--- src/rtl/register_file_pkg.sv ---
// Shared sizing and address types for the register file and its scoreboard.
// Build option: REGFILE_BYPASS_EN enables write-to-read forwarding.
package register_file_pkg;
  localparam int WORD_SIZE = 32;
  localparam int NUM_REGS  = 32;
  localparam int ADDR_W    = 5;

  typedef logic [ADDR_W-1:0] reg_addr_t;

  localparam reg_addr_t X0 = '0;
endpackage

--- src/rtl/register_file_scoreboard.sv ---
// Busy-bit scoreboard with RAW/WAW stall detection.
// Bypass matches come from the parent so forwarding stays a build option.
module reg_scoreboard #(
  parameter int NUM_REGS = 32
) (
  input  logic       clk,
  input  logic       reset,
  input  logic [4:0] rs1_i,
  input  logic [4:0] rs2_i,
  input  logic       alloc_valid_i,
  input  logic [4:0] rd_alloc_i,
  input  logic       wr_en_i,
  input  logic [4:0] wr_addr_i,
  input  logic       byp1_i,
  input  logic       byp2_i,
  output logic       stall_o
);
  import register_file_pkg::*;

  logic [NUM_REGS-1:0] busy_q, busy_d;
  logic wb_live, wb_rd, raw, waw;

  always_comb begin
    wb_live = wr_en_i && (wr_addr_i != X0);
    wb_rd   = wb_live && (wr_addr_i == rd_alloc_i);
    raw     = (busy_q[rs1_i] && !byp1_i)
           || (busy_q[rs2_i] && !byp2_i);
    waw     = alloc_valid_i && busy_q[rd_alloc_i] && !wb_rd;
    stall_o = raw || waw;

    busy_d = busy_q;
    if (wb_live)
      busy_d[wr_addr_i] = 1'b0;
    // Set after clear so a new alloc wins over a same-cycle writeback.
    if (alloc_valid_i && !stall_o && (rd_alloc_i != X0))
      busy_d[rd_alloc_i] = 1'b1;
    busy_d[X0] = 1'b0;
  end

  always_ff @(posedge clk) begin
    if (reset) busy_q <= '0;
    else       busy_q <= busy_d;
  end
endmodule

--- src/rtl/register_file.sv ---
// Register file with combinational reads and a busy-bit scoreboard.
// Build option: REGFILE_BYPASS_EN forwards same-cycle writeback to reads.
module register_file #(
  parameter int WORD_SIZE = register_file_pkg::WORD_SIZE,
  parameter int NUM_REGS  = register_file_pkg::NUM_REGS
) (
  input  logic                 clk,
  input  logic                 reset,
  input  logic [4:0]           rs1,
  input  logic [4:0]           rs2,
  output logic [WORD_SIZE-1:0] rd1_data,
  output logic [WORD_SIZE-1:0] rd2_data,
  input  logic                 wr_en,
  input  logic [4:0]           wr_addr,
  input  logic [WORD_SIZE-1:0] wr_data,
  input  logic                 alloc_valid,
  input  logic [4:0]           rd_alloc,
  output logic                 stall
);
  import register_file_pkg::*;

  logic [WORD_SIZE-1:0] regs_q [NUM_REGS];
  logic byp1, byp2;

`ifdef REGFILE_BYPASS_EN
  assign byp1 = wr_en && (wr_addr != X0) && (wr_addr == rs1);
  assign byp2 = wr_en && (wr_addr != X0) && (wr_addr == rs2);
`else
  assign byp1 = 1'b0;
  assign byp2 = 1'b0;
`endif

  always_ff @(posedge clk) begin
    if (reset) begin
      for (int i = 0; i < NUM_REGS; i++)
        regs_q[i] <= '0;
    end else if (wr_en && (wr_addr != X0)) begin
      regs_q[wr_addr] <= wr_data;
    end
  end

  always_comb begin
    rd1_data = byp1 ? wr_data : regs_q[rs1];
    rd2_data = byp2 ? wr_data : regs_q[rs2];
    if (rs1 == X0) rd1_data = '0;
    if (rs2 == X0) rd2_data = '0;
  end

  reg_scoreboard #(
    .NUM_REGS(NUM_REGS)
  ) u_sb (
    .clk          (clk),
    .reset        (reset),
    .rs1_i        (rs1),
    .rs2_i        (rs2),
    .alloc_valid_i(alloc_valid),
    .rd_alloc_i   (rd_alloc),
    .wr_en_i      (wr_en),
    .wr_addr_i    (wr_addr),
    .byp1_i       (byp1),
    .byp2_i       (byp2),
    .stall_o      (stall)
  );
endmodule

--- config.mk ---
export PLATFORM = sky130hd
export DESIGN_NAME = register_file
export DESIGN_NICKNAME = d
export VERILOG_FILES = /design/src/rtl/register_file_pkg.sv /design/src/rtl/register_file_scoreboard.sv /design/src/rtl/register_file.sv
export SDC_FILE = /design/constraint.sdc
export NUM_CORES = 2
export LEC_CHECK = 0
export ABC_AREA = 1
export CAP_MARGIN = 30
export CORE_UTILIZATION = 35
export DETAILED_ROUTE_END_ITERATION = 16
export PLACE_DENSITY = 0.6
export RECOVER_POWER = 50
export SLEW_MARGIN = 20
export SYNTH_ARGS = -nofsm -noshare
export SYNTH_HDL_FRONTEND = slang
export SYNTH_SLANG_ARGS = --single-unit
export TNS_END_PERCENT = 30
--- constraint.sdc ---
create_clock -name clk -period 2.5 [get_ports clk]
set_input_delay 0.5 -clock clk [delete_from_list [all_inputs] [get_ports clk]]
set_output_delay 0.5 -clock clk [all_outputs]
set_load 0.01 [all_outputs]
**After elaboration in Yosys (flattened, before gate mapping)**

Memories as Yosys holds them, arrays and structs flattened.
Index checks and enable logic that the tools add are counted.
W data, S select, Z words.

- Bits in registers: 32
- RAM bits: 1024
- Input port bits: 56
- Output and inout port bits: 65
- Memories kept: 1

Memories:

| name | words | bits a word | read ports | clocked after Yosys merged registers in | wr ports | line | RTL |
|---|---|---|---|---|---|---|---|
| regs_q | 32 | 32 | 2 | 0 | 32 | register_file.sv:22 | `logic [WORD_SIZE-1:0] regs_q [NUM_REGS];` |

- Magnitude comparators: 6
- Equality and inequality tests: 1
- Mux-type cells: 22
- Bitwise gates (word level): 3
- Reduce and logical (&&, ||, !) cells: 17

Operators with widths:

| kind | number |
|---|---|
| $mux W32 | 5 |
| $and A32 B32 Y32 | 1 |
| $not A32 Y32 | 1 |
| $or A32 B32 Y32 | 1 |
| $reduce_or A32 Y1 | 1 |
| $lt A5 B6 Y1 const B | 4 |
| $bmux W1 S5 | 3 |
| $mux W1 | 11 |
| $demux W1 S5 | 2 |
| $ge A5 B1 Y1 const B | 2 |
| $logic_not A5 Y1 | 2 |
| $reduce_bool A5 Y1 | 2 |
| $logic_and A1 B1 Y1 | 8 |
| $eq A5 B5 Y1 | 1 |
| $mux W5 | 1 |
| $logic_not A1 Y1 | 2 |
| $logic_or A1 B1 Y1 | 2 |

**Depth between registers and ports, before layout**

- Depth in word-level cells: 10
- Mapped depth: 15

**Cells and area by module**

Synthesis repeated with hierarchy kept, for this count alone.

- Cell total of the unflattened synthesis: 7735
- Area, all modules: 59558.4 µm²

Modules (own cells, without submodules):

| module | times used | cells an instance | area an instance (µm²) | seq. area each (µm²) |
|---|---|---|---|---|
| register_file | 1 | 7255 | 56579.3 | 30749.5 |
| reg_scoreboard | 1 | 480 | 2979.1 | 620.6 |

**Worst setup path after synthesis**

No wires, ideal clock.

- Path kind: input to register
- From: input wr_addr[1]
- To: memory regs_q[5][0] (enable)
- Arrival time: 2.182 ns
- Data required time: 2.111 ns
- Path slack: -0.071 ns
- Stages: 9
- Cell sequence: inv_1 > nand2_1 > o21ai_1 > nor2_1 > buf_2 > buf_6 > nand3_2 > buf_2 > nand2_1

RTL lines:

| item | line | RTL |
|---|---|---|
| start, declared | register_file.sv:14 | `input logic [4:0] wr_addr,` |
| end, declared | register_file.sv:22 |  |

==> results.cfg <==
[cells_and_area]
regArea_um2 = 31400
syn_to_final_growth_pct = 27.4
nets = 7218
fin_cells = 9432
drive_above_1_share_pct = 17.7
multi_input_area_um2 = 23100
n_fill_cell = 15300

[floorplan]
dieHeight_um = 408
initial_core_util_pct = 35.3
coreArea_um2 = 163000
dieArea_um2 = 166000
ios = 121
fp-row-count = 148
die_x_um = 408

[global_route]
grt_start_max_net_pins = 58
use_met1_pct = 38.6
grt_pass1_wl_um = 356000
grt_pass1_vias = 52500
grt_use_total_pct = 28.8
use_met3_pct = 6.34
top_usage_layer = met2
grt_antenna_before_repair = 6
met2_usage_pct = 43.4
grt_overflow_total = 0

[logic_synthesis]
yosysTopAreaCellShare_pct = 53.4
ys_ff_latch = 1055
synth_cell_types = 34
syn_inst = 6767
synth_area_leaders = edfxtp_1 (53%), nor2_1 (10%), o21ai_0 (7.3%), nand2_1 (6.4%), o211ai_1 (3.8%)
ys_seq_area_share_pct = 54.5
syn-cell-area_um2 = 57600
synth_top_area_cell = edfxtp_1
syn_area_per_cell_um2 = 8.51
ys_warn_count = 0

[placed_design]
dpl.hpwl_um = 159000
place_inst = 9123
io_buffers = 120
place_congestion = 0.941

[timing]
setup_slack_ns = -0.393
clock_skew_ns = 0.00370
maxSlewViolCount = 0
fin_crit_sh_pct = 116
finalHoldViolCount = 0
tightest_slew_ns = 1.46
fin_crit_ns = 2.89
finalSetupViolCount = 983
slew_headroom_pct = 2.98
clock.fmax_ghz = 0.346
rsz0062_at_grt = true

[outcome]
status = complete, but fails checks
violations = setup timing

[critical_path]
path_max_fanout = 2
r2r_end = u_sb.busy_q[19]
cp-startpoint = regs_q[18][20]
cp.arrival_ns = 2.39
r2r_setup_slack_ns = 0.53
worstSetupEndpointType = output port
start_kind = flip-flop
crit_slowest_cell = o211ai_1
crit_end = rd1_data[20]
slowest_delay_ns = 0.40
r2r-start = u_sb.busy_q[19]
reg2regPathDepth = 12
crit_type = flip-flop to output port
required_ns = 2.00
crit_chain = o21ai_1 > o22ai_1 > o211ai_1 > nand3_1 > and3_4 > buf_6

[hold_path]
hold_path.class = input pin to flip-flop
whs_path_depth = 4

[drt]
drt_iter0_drc = 9235
drtPass1Iterations = 6
num_vias = 56200
wl_per_cell_um = 26.7
viasPerCell = 5.96
antenna_left = 0
routed_wl_um = 251000
route.detailed.drc = 0

[power]
power_mw = 46.3
powerDensity_nw_per_um2 = 631
p_leak_nw = 28.7
peakVddDrop_v = 0.000598

[clock_tree]
clockBufferDepth = 3
clk_pin_slew_ns = 0.06
cts_buffers = 115
cts_tree = built
root_buffer = clkbuf_16
cts_htree_levels = 3
hold_buffers = 0
clock_latency_ns = 0.73
clkSinkCount = 1055

[job]
drv_cap = 0
[worst min path at each step]
stage / startpoint / to / slack, ns
final: reset / u_sb.busy_q[7] / 0.46
after global routing: reset / u_sb.busy_q[4] / 0.46
after CTS: reset / u_sb.busy_q[7] / 0.33
after detailed placement: u_sb.busy_q[7] / u_sb.busy_q[7] / 0.46
after global placement: u_sb.busy_q[16] / u_sb.busy_q[16] / 0.46
after floorplan: u_sb.busy_q[16] / u_sb.busy_q[16] / 0.45
[placed cells by master, fill, tap and decap left out, types with 32 or more instances in the layout]
master           count
a21oi_1            245
buf_12             209
buf_16              40
buf_4              455
buf_6               52
clkbuf_16          129
clkdlybuf4s50_1     41
conb_1              32
edfxtp_1          1024
inv_1              333
nand2_1            920
nand2_2             51
nand3_1            313
nand3_2            104
nand4_1             35
nor2_1            1554
o211ai_1           290
o21ai_0            731
o21ai_1            109
o22ai_1            181
[cells in the mapped netlist, drive strengths merged]
cell    number
nand3      420
o22ai      187
inv        356
clkbuf     360
a22oi        1
buf        283
and3        32
or2          1
mux2i       31
clkinv       2
edfxtp    1024
o211ai     290
nand4       35
dfxtp       31
a21oi      276
nand2      976
xor2         2
a31oi        2
and2         1
xnor2        1
conb         1
nor3        12
o21ai      849
nor2      1562
a221oi      32
[layout make-up]
type                       instances  area share [%]
inverter                         358            1.95
timing repair buffer             886            14.7
sequential                      1055            42.8
antenna                            1         0.00341
multi-input combinational       4742            31.5
clock inverter                    72            1.06
tap                             2175            3.71
timing repair inverter             4          0.0836
clock buffer                     139            4.16
[metrics by stage]
stage	util [%]	setup TNS (ns)	instance area, µm²	setup slack, ns	hold slack [ns]
floorplan	-	-49.21	57700	-0.0663	0.447
global placement	40.9	-193.84	66700	-0.981	0.459
detailed placement	40.9	-246.15	66700	-0.997	0.464
CTS	44.4	-17.38	72400	-0.419	0.327
global route	45.0	-240.89	73300	-0.432	0.457
finish	45.0	-91.97	73300	-0.393	0.462
[report_power, final]
group          leakage (nW)  internal (mW)  switching [mW]
Clock                  1.86           10.2            7.59
Sequential             10.0           20.3           0.470
Combinational          16.8           2.87            4.84
[per-layer routing]
| metal | vias to the layer above | share of wire [%] | wire length, µm |
|---|---|---|---|
| li1 | 24100 | - | - |
| met4 | 4 | 6.4 | 16000 |
| met2 | 4305 | 43 | 108000 |
| met5 | - | 0.010 | 26 |
| met1 | 26900 | 37 | 93900 |
| met3 | 879 | 13 | 33700 |
[repair_timing]
item                       CTS  global route
pin swaps                  141           131
hold endpoints to repair     0             0
buffers inserted            48            28
cloned                      19            12
setup endpoints to repair   65            65
gates resized for setup    443           266
[critical path, delay by kind of cell (launching register included)]
| kind | cells | cell delay [ns] |
|---|---|---|
| and+or+nand+nor | 2 | 0.47 |
| AOI/OAI and AO/OA | 3 | 0.66 |
| buffers and inverters | 1 | 0.12 |
| DFF | 1 | 0.38 |
[registers in the layout (all words and copies together) (netlist names)]
name         flops
u_sb.busy_q     31
regs_q        1024
[kinds of logic (layout without fill, tap and decap cells)]
| logic type | after synthesis | count (layout) | synth area share, % |
|---|---|---|---|
| flip-flops | 1055 | 1055 | 54.5 |
| AO/OA/AOI/OAI | 1637 | 1637 | 16.1 |
| AND/OR/NAND/NOR | 3039 | 3039 | 21.2 |
| XOR/XNOR | 3 | 3 | 0.0457 |
| buffers and inverters | 1001 | 1459 | 7.62 |
| multiplexers | 31 | 31 | 0.539 |
| other | 1 | 33 | 0.00652 |
Power figures use the tool's default switching activity.
